## config.mk

```make
export PLATFORM = sky130hd
export DESIGN_NAME = mips32_mem_arbiter_flat
export DESIGN_NICKNAME = d
export VERILOG_FILES = /design/src/rtl/mips32_mem_arbiter_if.sv /design/src/rtl/mips32_mem_arbiter.sv /design/src/flat_wrapper.sv
export SDC_FILE = /design/constraint.sdc
export NUM_CORES = 1
export LEC_CHECK = 0
export BUFFER_PORTS_ARGS = -buffer_cell sky130_fd_sc_hd__buf_2
export CAP_MARGIN = 30
export CORE_AREA = 2 2 84 86
export DETAILED_ROUTE_END_ITERATION = 10
export DIE_AREA = 0 0 86 88
export PLACE_DENSITY = 0.71
export SLEW_MARGIN = 0
export SYNTH_ARGS = -nofsm -noshare
export SYNTH_HDL_FRONTEND = slang
export SYNTH_SLANG_ARGS = --single-unit
```

## constraint.sdc

```tcl
create_clock -name clk1 -period 1.9 [get_ports clk1]
set_input_delay 0.095 -clock clk1 [delete_from_list [all_inputs] [get_ports clk1]]
set_output_delay 0.095 -clock clk1 [all_outputs]
set_load 0.005 [all_outputs]
```

## src/rtl/mips32_mem_arbiter_if.sv

```systemverilog
// mips32_mem_arbiter_if: fetch, data and memory port bundle of the unified memory arbiter
interface mips32_mem_arbiter_if #(parameter int ADDR_W = 10, parameter int DATA_W = 32);
  logic              if_req;
  logic [ADDR_W-1:0] if_addr;
  logic              if_gnt;
  logic              if_rvalid;
  logic [DATA_W-1:0] if_rdata;
  logic              dm_req;
  logic              dm_we;
  logic [ADDR_W-1:0] dm_addr;
  logic [DATA_W-1:0] dm_wdata;
  logic              dm_gnt;
  logic              dm_rvalid;
  logic [DATA_W-1:0] dm_rdata;
  logic              mem_en;
  logic              mem_we;
  logic [ADDR_W-1:0] mem_addr;
  logic [DATA_W-1:0] mem_wdata;
  logic [DATA_W-1:0] mem_rdata;
  modport slave (
    input  if_req, if_addr, dm_req, dm_we, dm_addr, dm_wdata, mem_rdata,
    output if_gnt, if_rvalid, if_rdata, dm_gnt, dm_rvalid, dm_rdata,
           mem_en, mem_we, mem_addr, mem_wdata
  );
  modport master (
    output if_req, if_addr, dm_req, dm_we, dm_addr, dm_wdata, mem_rdata,
    input  if_gnt, if_rvalid, if_rdata, dm_gnt, dm_rvalid, dm_rdata,
           mem_en, mem_we, mem_addr, mem_wdata
  );
endinterface

```

## src/rtl/mips32_mem_arbiter.sv

```systemverilog
// mips32_mem_arbiter: shares one memory port between fetch and load/store, data first with a fetch starvation guard
module mips32_mem_arbiter #(
  parameter int ADDR_W       = 10,
  parameter int DATA_W       = 32,
  parameter int STARVE_LIMIT = 4
) (
  input  logic                clk1,
  input  logic                rst_n,
  input  logic                halted,
  mips32_mem_arbiter_if.slave bus,
  output logic [15:0]         conflict_cnt
);
  typedef enum logic [1:0] {NONE, IFO, DMO} owner_t;
  localparam logic [3:0] LIM = 4'(STARVE_LIMIT);
  owner_t      owner_q, owner_d;
  logic [3:0]  starve_q, starve_d;
  logic [15:0] conflict_q, conflict_d;
  logic        ifr, boost, if_g, dm_g;
  always_ff @(posedge clk1 or negedge rst_n)
    if (!rst_n) begin
      owner_q    <= NONE;
      starve_q   <= '0;
      conflict_q <= '0;
    end else begin
      owner_q    <= owner_d;
      starve_q   <= starve_d;
      conflict_q <= conflict_d;
    end
  // grants are gated by rst_n so nothing reaches memory while reset is held
  always_comb begin
    ifr        = bus.if_req & ~halted;
    boost      = starve_q == LIM;
    if_g       = rst_n & ifr & (boost | ~bus.dm_req);
    dm_g       = rst_n & bus.dm_req & ~if_g;
    starve_d   = (if_g | ~ifr) ? 4'd0 : boost ? starve_q : starve_q + 4'd1;
    owner_d    = if_g ? IFO : (dm_g & ~bus.dm_we) ? DMO : NONE;
    conflict_d = (bus.dm_req & ifr & ~&conflict_q) ? conflict_q + 16'd1 : conflict_q;
  end
  always_comb begin
    bus.if_gnt    = if_g;
    bus.dm_gnt    = dm_g;
    bus.mem_en    = if_g | dm_g;
    bus.mem_we    = dm_g & bus.dm_we;
    bus.mem_addr  = if_g ? bus.if_addr : dm_g ? bus.dm_addr : {ADDR_W{1'b0}};
    bus.mem_wdata = dm_g ? bus.dm_wdata : {DATA_W{1'b0}};
    bus.if_rvalid = owner_q == IFO;
    bus.dm_rvalid = owner_q == DMO;
    bus.if_rdata  = (owner_q == IFO) ? bus.mem_rdata : {DATA_W{1'b0}};
    bus.dm_rdata  = (owner_q == DMO) ? bus.mem_rdata : {DATA_W{1'b0}};
  end
  assign conflict_cnt = conflict_q;
endmodule

```

## src/flat_wrapper.sv

```systemverilog
// flat-port wrapper written by rule: the top's interface ports become plain ports
module mips32_mem_arbiter_flat 
#(
  parameter int ADDR_W       = 10,
  parameter int DATA_W       = 32,
  parameter int STARVE_LIMIT = 4
)
  (clk1, rst_n, halted, conflict_cnt, bus_if_req, bus_if_addr, bus_dm_req, bus_dm_we, bus_dm_addr, bus_dm_wdata, bus_mem_rdata, bus_if_gnt, bus_if_rvalid, bus_if_rdata, bus_dm_gnt, bus_dm_rvalid, bus_dm_rdata, bus_mem_en, bus_mem_we, bus_mem_addr, bus_mem_wdata);
  mips32_mem_arbiter_if #(.ADDR_W(ADDR_W), .DATA_W(DATA_W)) bus_i ();
  input  logic clk1;
  input  logic rst_n;
  input  logic halted;
  output logic [15:0] conflict_cnt;
  input wire logic [$bits(bus_i.if_req)-1:0] bus_if_req;
  input wire logic [$bits(bus_i.if_addr)-1:0] bus_if_addr;
  input wire logic [$bits(bus_i.dm_req)-1:0] bus_dm_req;
  input wire logic [$bits(bus_i.dm_we)-1:0] bus_dm_we;
  input wire logic [$bits(bus_i.dm_addr)-1:0] bus_dm_addr;
  input wire logic [$bits(bus_i.dm_wdata)-1:0] bus_dm_wdata;
  input wire logic [$bits(bus_i.mem_rdata)-1:0] bus_mem_rdata;
  output wire logic [$bits(bus_i.if_gnt)-1:0] bus_if_gnt;
  output wire logic [$bits(bus_i.if_rvalid)-1:0] bus_if_rvalid;
  output wire logic [$bits(bus_i.if_rdata)-1:0] bus_if_rdata;
  output wire logic [$bits(bus_i.dm_gnt)-1:0] bus_dm_gnt;
  output wire logic [$bits(bus_i.dm_rvalid)-1:0] bus_dm_rvalid;
  output wire logic [$bits(bus_i.dm_rdata)-1:0] bus_dm_rdata;
  output wire logic [$bits(bus_i.mem_en)-1:0] bus_mem_en;
  output wire logic [$bits(bus_i.mem_we)-1:0] bus_mem_we;
  output wire logic [$bits(bus_i.mem_addr)-1:0] bus_mem_addr;
  output wire logic [$bits(bus_i.mem_wdata)-1:0] bus_mem_wdata;
  assign bus_i.if_req = bus_if_req;
  assign bus_i.if_addr = bus_if_addr;
  assign bus_i.dm_req = bus_dm_req;
  assign bus_i.dm_we = bus_dm_we;
  assign bus_i.dm_addr = bus_dm_addr;
  assign bus_i.dm_wdata = bus_dm_wdata;
  assign bus_i.mem_rdata = bus_mem_rdata;
  assign bus_if_gnt = bus_i.if_gnt;
  assign bus_if_rvalid = bus_i.if_rvalid;
  assign bus_if_rdata = bus_i.if_rdata;
  assign bus_dm_gnt = bus_i.dm_gnt;
  assign bus_dm_rvalid = bus_i.dm_rvalid;
  assign bus_dm_rdata = bus_i.dm_rdata;
  assign bus_mem_en = bus_i.mem_en;
  assign bus_mem_we = bus_i.mem_we;
  assign bus_mem_addr = bus_i.mem_addr;
  assign bus_mem_wdata = bus_i.mem_wdata;
  mips32_mem_arbiter #(.ADDR_W(ADDR_W), .DATA_W(DATA_W), .STARVE_LIMIT(STARVE_LIMIT)) u_core (.clk1(clk1), .rst_n(rst_n), .halted(halted), .bus(bus_i), .conflict_cnt(conflict_cnt));
endmodule
```

==> out/qor.csv <==
stage,metric,value,unit
outcome,outcome,finished with violations,
outcome,violations in the final reports,negative setup slack,
setup_path,R2R depth,5,
routing,ANT nets after route,0,
layout,P&R area growth vs syn,81.07,%
setup_path,r2r endpoint,u_core.conflict_cnt[11],
yosys,"Distinct cells, synth",31,
global_route,antenna violations before repair,0,
setup_path,Required @ worst endpoint,1800,ps
timing,Max-slew headroom,0.6285,
routing,via/cell ratio,4.511,
clocking,H-tree levels,1,
place,DP Worst Slack,174.0,ps
timing,final setup fails,29,
routing,Routed wire per std cell,13.90,um
global_route,vias in the first global route,1982,
pwr,clock share of power,0.299,
routing,Detailed Routing Iterations Pass 1,4,
clocking,Num CTS Buffers,3,
layout,nets,548,
worst_hold_path,worst hold path depth,2,
layout,Multi-input gate area,0.001291,mm2
clocking,Root Buffer,clkbuf_8,
yosys,syn_nets,314,
pwr,total power,1.518,mW
clocking,clock-pin slew on the worst setup and hold paths,80,ps
pwr,Reg power frac,0.384,
routing,metal1 wirelength,2892,um
layout,register area,550.5,um2
timing,worst-margin pin slew,556.1,ps
yosys,adder-cell share of the synthesized area,0.02013,
job,max-cap viol count,0,
routing,drt total wl,7423,um
place,Routability Congestion,0.7553,
timing,Final Worst Setup Slack,-69.66,ps
pwr,Psw,0.4361,mW
layout,"commonest non-fill, non-tap cell in the layout",buf_2,
setup_path,CP Class,flop to output pin,
routing,detailed-routed wire length on met3,660,um
pwr,Gate power share,0.316,
clocking,CTS tree,yes,
die,Die Wd,86,um
yosys,multiplexer share of the synthesized area,0.008054,
setup_path,crit end category,output pin,
place,IO buf count,217,
routing,met2 WL,3820,um
clocking,CTS Sinks,22,
timing,Final Max Tran Viols,0,
die,Placeable Area,0.006644,mm2
yosys,Mapped Area,0.001864,mm2
layout,"commonest cells after routing, fill and taps aside","buf_2, and2_1, dfrtp_1",
yosys,"Seq/Total Area, Yosys",0.2953,
timing,Max Freq,507.7,MHz
routing,# DRC,0,
timing,Hold Fails Final Rpt,0,
timing,Clock Skew,6.172,ps
setup_path,FF-to-FF Start,u_core.conflict_cnt[9],
layout,layout cells sized above 1,0.5683,
yosys,Post-Synth XOR/XNOR Area,0.07047,
pwr,Switching Share,0.2873,
yosys,combinational family with the most area after synthesis,simple AND/OR/NAND/NOR gates,
yosys,post-synthesis compound-gate area fraction,0.08188,
timing,final setup TNS,-885.4,ps
yosys,syn avg cell area,8.436,um2
place,hpwl dp,5706,um
yosys,Seq cells post-synth,22,
die,io pins,218,
global_route,grt ovf,0,
global_route,Tot GR Track Use,0.1552,
yosys,Ys Warns,0,
pwr,Max IR drop VDD,0.4751,mV
worst_hold_path,min-delay src,bus_dm_we,
pwr,Leak,2.085,nW
timing,Final min period,1970,ps
setup_path,Critical Path Source Type,flop,
setup_path,reg2reg setup slack,180,ps
setup_path,maximum fanout along the worst path,11,
timing,fin crit share,1.037,
place,post-place instance area,0.003089,mm2
clocking,Longest Clk Path Bufs,2,
yosys,simple-gate share of the synthesized area,0.4980,
layout,Final Cell Area,0.003376,mm2
die,Die Ht,88,um
routing,drt first-iter violations,41,
pwr,Pwr Density,449.6,mW/mm2
global_route,pin count of the biggest net entering global routing,46,
worst_hold_path,Worst Hold Path EP,u_core.owner_q[1],
timing,RSZ-0062 raised after global routing,true,
routing,Max Used Layer,met4,
pwr,Internal Power,1.082,mW
clocking,Worst-Skew Late Latency,270,ps
layout,Antenna diodes,0,
die,Initial Util,0.2806,
global_route,first-pass GRT wire length,9487,um
worst_hold_path,worst min path class,primary input to flop,
setup_path,Critical Path AT,1870,ps
die,row count,30,
yosys,Mapped Cells,221,
die,Die ar.,0.007568,mm2
layout,filler cell count in the final layout,635,
routing,vias,2409,
## state kept, by name, indices dropped and copies added (netlist names)
register,flops
u_core.conflict_cnt,16
u_core.owner_q,2
u_core.starve_q,4
## per-stage QoR
step	cells	util	hold slack [ps]
after global routing	534	0.5081	9.326
after global placement	516	0.4650	-90.09
final	534	0.5081	1.627
after detailed placement	516	0.4650	-86.06
after CTS	523	0.4808	3.805
after floorplan	221	-	-200.6
## cells in the mapped netlist
cell type | instances | area, um2
a21bo_2 | 1 | 10.01
a21oi_1 | 6 | 30.03
a21oi_2 | 1 | 8.760
a22o_1 | 10 | 87.58
and2_1 | 98 | 613.1
and3_1 | 2 | 12.51
and3b_1 | 1 | 8.760
and4_1 | 2 | 17.52
clkbuf_1 | 11 | 41.29
dfrtp_1 | 22 | 550.5
ha_1 | 3 | 37.54
inv_1 | 2 | 7.510
mux2_4 | 1 | 15.01
nand2_1 | 10 | 37.54
nand3_1 | 3 | 15.01
nand3b_1 | 2 | 15.01
nand4_1 | 4 | 25.02
nand4_4 | 1 | 21.27
nor2_1 | 5 | 18.77
nor2_2 | 1 | 6.260
nor2b_1 | 5 | 31.28
nor3_1 | 4 | 20.02
nor3_2 | 1 | 10.01
nor3b_1 | 3 | 22.52
nor4_1 | 1 | 6.260
nor4_4 | 1 | 21.27
nor4b_1 | 3 | 26.28
o2111ai_1 | 1 | 8.760
o21a_1 | 1 | 7.510
xnor2_1 | 4 | 35.03
xor2_1 | 11 | 96.34
## repair_timing
item | in CTS | in global routing
cloned | 0 | 5
pin swaps | 0 | 6
hold buffers | 1 | 0
hold endpoints to repair | 22 | 0
resized for setup | 3 | 11
setup endpoints to repair | 43 | 43
buffers inserted | 2 | 6
## power groups by stage
stage / clock, mW / sequential [mW] / combinational (mW)
after floorplan: 0 / 0.588 / 0.175
after global placement: 0 / 0.587 / 0.429
after detailed placement: 0 / 0.592 / 0.434
after CTS: 0.454 / 0.582 / 0.442
after global routing: 0.470 / 0.595 / 0.530
final: 0.454 / 0.583 / 0.480
## cell families after synthesis
| logic type | Yosys count |
|---|---|
| mux | 1 |
| fa+ha+maj | 3 |
| xor+xnor | 15 |
| flops | 22 |
| buf+inv | 13 |
| compound gates | 20 |
| simple gates | 147 |
## worst max-delay path by stage
stage                            start           endpoint  slack [ps]  cells past startpoint
floorplan           u_core.starve_q[0]    bus_mem_addr[4]         270                      6
CTS                 u_core.starve_q[1]  bus_mem_wdata[24]         -40                      7
global route        u_core.starve_q[1]    bus_mem_addr[6]        -120                      8
detailed placement  u_core.starve_q[0]    bus_mem_addr[5]         170                      8
global placement    u_core.starve_q[0]    bus_mem_addr[2]         230                      8
finish              u_core.starve_q[1]    bus_mem_addr[6]         -70                      8
## layer usage
| layer | up-vias | global-route usage |
|---|---|---|
| met2 | 119 | 0.2748 |
| met3 | 5 | 0.02922 |
| met4 | 0 | 0.03030 |
| met5 | - | 0 |
| met1 | 1086 | 0.1979 |
| li1 | 1199 | - |
## worst max-delay path: stages (launching register included)
cell,delay (ps)
dfrtp_1,400
inv_1,60
ha_2,180
and3b_2,230
a21oi_4,200
buf_12,150
buf_6,140
a22o_1,140
buf_2,110
## layout make-up
class	count	share of cell area
Clock buffer	3	0.01223
Tap cell	80	0.02965
Timing Repair Buffer	240	0.4014
Clock inverter	1	0.008895
Inverter	2	0.002224
Multi-Input combinational cell	186	0.3825
Sequential cell	22	0.1631
(Power assumes the default switching activity.)
